<file path="src/rtl/key_queue_pkg.sv">
// Shared key codes and keycode bus layout for the keyboard front end and the
// top-level direction decoder.
package key_queue_pkg;

  localparam int unsigned KEY_W        = 7;
  localparam int unsigned KC_W         = 8;
  localparam int unsigned KC_VALID_BIT = 7;

  localparam logic [KEY_W-1:0] KEY_UP    = 7'h77;
  localparam logic [KEY_W-1:0] KEY_DOWN  = 7'h73;
  localparam logic [KEY_W-1:0] KEY_LEFT  = 7'h61;
  localparam logic [KEY_W-1:0] KEY_RIGHT = 7'h64;

  // True for the four movement keys ('w', 's', 'a', 'd').
  function automatic logic is_direction(input logic [KEY_W-1:0] code);
    return (code == KEY_UP) || (code == KEY_DOWN) ||
           (code == KEY_LEFT) || (code == KEY_RIGHT);
  endfunction

endpackage

</file>
<file path="src/rtl/key_filter.sv">
// Combinational push qualifier: passes direction keys only, or everything
// when FILTER is 0.
module key_filter
  import key_queue_pkg::*;
#(
  parameter bit FILTER = 1'b1
) (
  input  logic [KEY_W-1:0] key_in,
  input  logic             key_valid,
  output logic             accept_c
);

  always_comb begin
    accept_c = 1'b0;
    if (key_valid) begin
      accept_c = FILTER ? is_direction(key_in) : 1'b1;
    end
  end

endmodule

</file>
<file path="src/rtl/key_queue.sv">
// Small FIFO of accepted key codes; the head entry is presented on keycode
// with a valid flag and is consumed by keystrobe.
module key_queue
  import key_queue_pkg::*;
#(
  parameter int unsigned DEPTH  = 4,
  parameter bit          FILTER = 1'b1,
  parameter bit          DEDUP  = 1'b1
) (
  input  logic                     clk,
  input  logic                     reset,
  input  logic [KEY_W-1:0]         key_in,
  input  logic                     key_valid,
  output logic [KC_W-1:0]          keycode,
  input  logic                     keystrobe,
  output logic [$clog2(DEPTH):0]   count,
  output logic                     overflow
);

  localparam int unsigned PW = $clog2(DEPTH);
  localparam int unsigned CW = PW + 1;

  logic [KEY_W-1:0] mem [DEPTH];
  logic [PW-1:0]    rd;
  logic [PW-1:0]    wr;

  logic             accept_c;
  logic             pop_c;
  logic             full_c;
  logic             dup_c;
  logic             push_c;
  logic             drop_c;
  logic [CW-1:0]    remain_c;
  logic [KEY_W-1:0] newest_c;

  key_filter #(.FILTER(FILTER)) u_filter (
    .key_in    (key_in),
    .key_valid (key_valid),
    .accept_c  (accept_c)
  );

  // Dedup looks at the newest entry as the queue will stand after this cycle's pop.
  always_comb begin
    pop_c    = keystrobe && (count != '0);
    full_c   = (count == CW'(DEPTH));
    remain_c = count - CW'(pop_c);
    newest_c = mem[wr - PW'(1)];
    dup_c    = DEDUP && (remain_c != '0) && (key_in == newest_c);
    push_c   = accept_c && !dup_c && (!full_c || pop_c);
    drop_c   = accept_c && !dup_c && full_c && !pop_c;
  end

  always_ff @(posedge clk or posedge reset) begin
    if (reset) begin
      rd       <= '0;
      wr       <= '0;
      count    <= '0;
      overflow <= 1'b0;
    end else begin
      if (push_c) wr <= wr + PW'(1);
      if (pop_c)  rd <= rd + PW'(1);
      case ({push_c, pop_c})
        2'b10:   count <= count + CW'(1);
        2'b01:   count <= count - CW'(1);
        default: count <= count;
      endcase
      if (drop_c) overflow <= 1'b1;
    end
  end

  // Storage carries no reset; stale slots are masked by count.
  always_ff @(posedge clk) begin
    if (push_c) mem[wr] <= key_in;
  end

  // Head decode from registers only, so keycode never depends on this cycle's inputs.
  always_comb begin
    keycode = '0;
    if (count != '0) begin
      keycode[KC_VALID_BIT]  = 1'b1;
      keycode[KEY_W-1:0]     = mem[rd];
    end
  end

endmodule
</file>
<file path="config.mk">
export PLATFORM = sky130hd
export DESIGN_NAME = key_queue
export DESIGN_NICKNAME = d
export VERILOG_FILES = /design/src/rtl/key_queue_pkg.sv /design/src/rtl/key_filter.sv /design/src/rtl/key_queue.sv
export SDC_FILE = /design/constraint.sdc
export NUM_CORES = 1
export LEC_CHECK = 0
export BUFFER_PORTS_ARGS = -buffer_cell sky130_fd_sc_hd__clkbuf_2
export CAP_MARGIN = 10
export CORE_MARGIN = 4
export CORE_UTILIZATION = 47
export CTS_CLUSTER_DIAMETER = 50
export DETAILED_ROUTE_END_ITERATION = 8
export PLACE_DENSITY = 0.66
export SETUP_SLACK_MARGIN = 0.05
export SLEW_MARGIN = 25
export SYNTH_ARGS = -nofsm -noshare
export SYNTH_HDL_FRONTEND = slang
export SYNTH_SLANG_ARGS = --single-unit
</file>
<file path="constraint.sdc">
create_clock -name clk -period 4.2 [get_ports clk]
set_input_delay 0.84 -clock clk [delete_from_list [all_inputs] [get_ports clk]]
set_output_delay 0.84 -clock clk [all_outputs]
set_load 0.05 [all_outputs]
</file>
; Word level (Yosys, flattened, before mapping)
; Memory sizes are Yosys's and may differ from the RTL's.
; Index checks and enable logic that the tools add are counted.
[classes]
addsub = 6
n_eq_ne = 8
muxes = 5
n_reduce_logical = 16
[op_table]
columns = operator, n
row1 = "7-bit equality test, second input constant", 4
row2 = 8-bit two-way mux, 1
row3 = 7-bit equality test, 1
row4 = 1-bit logical AND, 6
row5 = 3-bit one-hot mux with 2 select lines, 1
row6 = 3-bit nonzero test, 2
row7 = "2-bit by 1-bit adder with 2-bit output, second input constant", 2
row8 = 1-bit logical OR, 4
row9 = "3-bit by 1-bit adder with 3-bit output, second input constant", 1
row10 = "3-bit equality test, second input constant", 1
row11 = 1-bit zero test, 3
row12 = 1-bit two-way mux, 3
row13 = 3-bit by 1-bit subtractor with 3-bit output, 1
row14 = "3-bit by 1-bit subtractor with 3-bit output, second input constant", 1
row15 = "2-bit by 1-bit equality test with 1-bit output, second input constant", 1
row16 = "2-bit equality test, second input constant", 1
row17 = 2-bit nonzero test, 1
row18 = "2-bit by 1-bit subtractor with 2-bit output, second input constant", 1
[totals]
register_bits = 8
mem_bits_rw = 28
inputBits = 11
word_cells = 40
memories = 1
[mem_list]
columns = name, depth, width, rd, rd_ports_with_merged_regs, wr, line
row1 = mem, 4, 7, 2, 0, 1, key_queue.sv:23  ; logic [KEY_W-1:0] mem [DEPTH];

; Logic depth before layout (Yosys ltp)
[depth]
word_depth = 10
depth_mapped = 13
depth_no_buf = 13

; Modules after synthesis
; From an unflattened synthesis, not the netlist that was laid out.
[hier_totals]
hier_cells = 122
area_unflattened_um2 = 1874.3
[modules_own_cells]
columns = module, instances, cells_per_inst, area_each_um2, seq_area_each_um2
row1 = key_queue, 1, 117, 1834.3, 1041.0
row2 = key_filter, 1, 5, 40.0, 0.0

; Worst setup path after synthesis
; Ideal clock, no wire load.
[synth_path]
path_type = register to register
from = reg count[0]
to = reg count[2]
setup_time_ns = 0.087
t_arrival_ns = 3.041
setup_slack_ns = 1.073
stages_incl_launch_ff = 13
path_buffers = 0
period_less_slack_ns = 3.127
cell_sequence = dfrtp_1 or3_1 nand2_1 inv_1 ha_1 xnor2_1 nand3b_1 nand4_4 o21a_4 nor2_1 fa_1 or4_1 o211ai_1
[synth_between]
elab_chain_len = 10
elab_cells_between_ends = 17
classes_between = 3 x add/sub / 3 x eq/ne / 1 x mux / 10 x reduce/logical
[synth_lines]
columns = element, line
row1 = start: declaration, key_queue.sv:16  ; output logic [$clog2(DEPTH):0] count,
row2 = start signal: assignment, key_queue.sv:63  ; 2'b10: count <= count + CW'(1);
row3 = start signal: assignment, key_queue.sv:64  ; 2'b01: count <= count - CW'(1);
row4 = start signal: assignment, key_queue.sv:65  ; default: count <= count;
row5 = 3-bit nonzero test (*), key_queue.sv:44  ; pop_c = keystrobe && (count != '0);
row6 = 1-bit logical AND (*), key_queue.sv:44
row7 = named net pop_c, key_queue.sv:28  ; logic pop_c;
row8 = 3-bit by 1-bit subtractor with 3-bit output, key_queue.sv:46  ; remain_c = count - CW'(pop_c);
row9 = 3-bit nonzero test, key_queue.sv:48  ; dup_c = DEDUP && (remain_c != '0) && (key_in == newest_c);
row10 = 1-bit logical AND, key_queue.sv:48
row11 = 1-bit zero test, key_queue.sv:49  ; push_c = accept_c && !dup_c && (!full_c || pop_c);
row12 = 1-bit logical AND (2 in a row), key_queue.sv:49
row13 = 2-bit by 1-bit equality test with 1-bit output or 2-bit equality test (tied branches), key_queue.sv:62  ; case ({push_c, pop_c})
row14 = 3-bit one-hot mux with 2 select lines or 2-bit nonzero test (tied branches), --
; The timed path passes the listed nets; every way through them passes the cells marked *.
; A chain may end at the register's enable or synchronous reset.

; Worst setup path in the final report
[layout_path]
from = reg count[0]
to = mem mem[0][2], enable pin
[layout_between]
elab_chain_len = 10
elab_cells_between_ends = 13
classes_between = 1 x add/sub / 1 x eq/ne / 2 x mux / 9 x reduce/logical
[layout_lines]
columns = element, line
row1 = 3-bit nonzero test (*), key_queue.sv:44
row2 = 1-bit logical AND (*), key_queue.sv:44
row3 = named net pop_c, key_queue.sv:28
row4 = 3-bit by 1-bit subtractor with 3-bit output, key_queue.sv:46
row5 = 3-bit nonzero test, key_queue.sv:48
row6 = 1-bit logical AND, key_queue.sv:48
row7 = 1-bit zero test, key_queue.sv:49
row8 = 1-bit logical AND, key_queue.sv:49
row9 = 1-bit logical AND (*), key_queue.sv:49
row10 = 1-bit two-way mux (*), key_queue.sv:73  ; if (push_c) mem[wr] <= key_in;
row11 = 1-bit two-way mux (implied by the code) (*), key_queue.sv:73
row12 = end: declaration, key_queue.sv:23
; Marked as above.

==> results_dict.tcl <==
set metrics [dict create \
    top_layer_used "met4" \
    fillers 342 \
    place_ws_ns 0.824 \
    ys_seq_elements 36 \
    cts.htree.levels 2 \
    fin_crit_sh_pct 81.6 \
    grt_max_degree 12 \
    met2_wirelength_microns 1980 \
    drive_above_1_share_pct 36.5 \
    fmax_mhz 292 \
    max_slew_margin_pct 64.3 \
    path_max_fanout 11 \
    crit_type "flop to flop" \
    stdcell_count 206 \
    rows 23 \
    cts.sinks 36 \
    grt_pass1_wl_microns 6150 \
    timing.rr.start "count[0]$_DFFE_PP0P_" \
    placed_area_sq_um 2160 \
    drt-initial-drc-count 52 \
    r2r_end "mem[0][2]$_DFFE_PP_" \
    ant_nets 0 \
    place_inst 198 \
    setup_ws_ns 0.772 \
    setup_viol 0 \
    power_mw 1.64 \
    cts_tree "yes" \
    dr_total_vias 1192 \
    ys_types 41 \
    routed-wl-met3_microns 193 \
    wl_per_cell_microns 18.7 \
    core_area_sq_um 4060 \
    outcome "finished clean" \
    tns_ns 0 \
    drv_slew 0 \
    drtPass1Iterations 4 \
    crit_chain "or3_1 > nand2_1 > inv_1 > ha_1 > xnor2_1 > nand3b_1 > nand4_4 > o21a_4 > nor2b_1 > and2_1" \
    reg2reg_depth 10 \
    ir_drop_mv 0.288 \
    avgViaCountPerCell 5.79 \
    cts_buffer_depth 2 \
    grt_overflow 0 \
    synth_area_per_cell_sq_um 15.4 \
    yosysWarnings 0 \
    synthToLayoutAreaGrowth_pct 11.8 \
    routed_wl_microns 3860 \
    area.sequential_sq_um 1040 \
    post-dp-hpwl_microns 2880 \
    max_stage_delay_ns 0.58 \
    gp_congestion 0.819 \
    hold_buffers 0 \
    pin_count 23 \
    fp.dieH_microns 73.3 \
    fin_skew_ns 0.00706 \
    nets 172 \
    async_reset_ff_share_pct 22.2 \
    ys_seq_area_share_pct 51.9 \
    hp-class "primary input to async pin" \
    cts-root-buf "clkbuf_8" \
    cp-end-kind "flop" \
    post_cts_buffers 0 \
    grt_pass1_vias 1251 \
    multi_input_area_sq_um 915 \
    synth_edf_count 28 \
    p_leak_nw 0.837 \
    cp.arrival_ns 3.36 \
    post-route-drc-count 0 \
    die_x_microns 73.3 \
    maxCapViolations 0 \
    synth_ff_type "edfxtp_1" \
    track_usage_pct 15.9 \
    cp.required_ns 4.14 \
    synth_fp_nets 147 \
    final_area_sq_um 2240 \
    cp_slowest_cell "or3_1" \
    numCtsBuffers 5 \
    start_util_pct 49.4 \
    antenna_found_initial 0 \
    finalHoldViolCount 0 \
    synth_cells 130 \
    rsz0062_at_grt "false" \
    io_buffers 22 \
    die_area_sq_um 5380 \
    clk_pin_slew_ns 0.07 \
    insertedDiodeCount 0 \
    fin_crit_ns 3.43 \
    post_cts_resize_count 0 \
    crit_path_start_kind "flop" \
    r2r_slack_ns 0.77 \
    power_per_cell_area_nw_per_um2 733 \
    worst_pin_slew_ns 0.535 \
    wl_met1_microns 1650 \
    synthesis.area_sq_um 2010 \
    worst_skew_pair.late_latency_ns 0.29 \
]
[layout by cell type, fill, tap and decap left out, drive strengths merged, types with 2 or more instances in the layout]
cell / instances
edfxtp: 28
clkbuf: 28
nand4: 3
nor2: 3
mux4: 14
inv: 6
and2: 12
ha: 5
xnor2: 13
nand2: 4
nor2b: 2
dfrtp: 8
o211ai: 4
or3: 3
[logic make-up after synthesis]
logic type,count (synthesis),share of synthesized area [%]
AO/OA/AOI/OAI,13,5.37
XOR/XNOR,13,7.92
adder cells (fa/ha/maj),6,4.12
buffers and inverters,11,2.49
flip-flops,36,51.9
multiplexers,15,16.3
AND/OR/NAND/NOR,36,11.9
[report_power, final]
part           internal, mW  switching (mW)
Sequential            0.422          0.0847
Clock                 0.115           0.117
Combinational         0.369           0.536
Total                 0.906           0.737
[how the worst max path moves through the flow]
stage / from / end / slack (ns) / depth (start not counted)
finish: count[0]$_DFFE_PP0P_ / mem[0][2]$_DFFE_PP_ / 0.77 / 10
global route: count[2]$_DFFE_PP0P_ / mem[0][1]$_DFFE_PP_ / 0.53 / 10
CTS: count[2]$_DFFE_PP0P_ / count[2]$_DFFE_PP0P_ / 0.80 / 12
detailed placement: count[2]$_DFFE_PP0P_ / count[2]$_DFFE_PP0P_ / 0.82 / 12
global placement: count[0]$_DFFE_PP0P_ / count[2]$_DFFE_PP0P_ / 0.95 / 12
floorplan: count[0]$_DFFE_PP0P_ / count[2]$_DFFE_PP0P_ / 1.07 / 12
[flip-flops by register name, summed over array words and instances (netlist names)]
| register | cells |
|---|---|
| count | 3 |
| rd | 2 |
| overflow | 1 |
| wr | 2 |
| mem | 28 |
[metal layers]
metal  vias up  track usage (%)
met2        37             26.3
met4         0             6.64
met5         -                0
met1       600             19.8
li1        551                -
met3         4             4.38
[Yosys cell counts, drive strengths merged, types with 2 or more instances]
cell type  count  share of area (%)
dfrtp          8                 10
nand4          3                2.0
ha             5                3.1
mux4          14                 16
inv            6                1.1
nand2          4               0.75
buf            2               0.75
or3            3                1.0
nor2           3               0.56
nor2b          2               0.62
xnor2         13                7.9
clkbuf         3               0.62
o211ai         4                1.5
edfxtp        28                 42
and2          12                3.7
[critical path: cells and delay by family (launching register included)]
kind | cells | cell delay (ns)
and+or+nand+nor | 6 | 1.96
DFF | 1 | 0.48
adders and majority gates | 1 | 0.20
AOI/OAI and AO/OA | 1 | 0.18
xor gates and xnor gates | 1 | 0.13
buffers and inverters | 1 | 0.12
[cell type report]
| type | count | area share, % |
|---|---|---|
| Tap cell | 50 | 2.79 |
| Multi-Input combinational cell | 83 | 40.8 |
| Sequential cell | 36 | 46.4 |
| Timing Repair Buffer | 23 | 5.25 |
| Clock buffer | 6 | 3.24 |
| Inverter | 6 | 1.00 |
| Clock inverter | 2 | 0.502 |
[stage by stage]
step,utilization (%),hold WS (ns)
after detailed placement,53.2,0.463
after CTS,55.3,0.467
after floorplan,-,0.534
final,55.3,0.463
after global routing,55.3,0.484
after global placement,53.2,0.472
No activity file was read; power rests on OpenSTA's default activity.
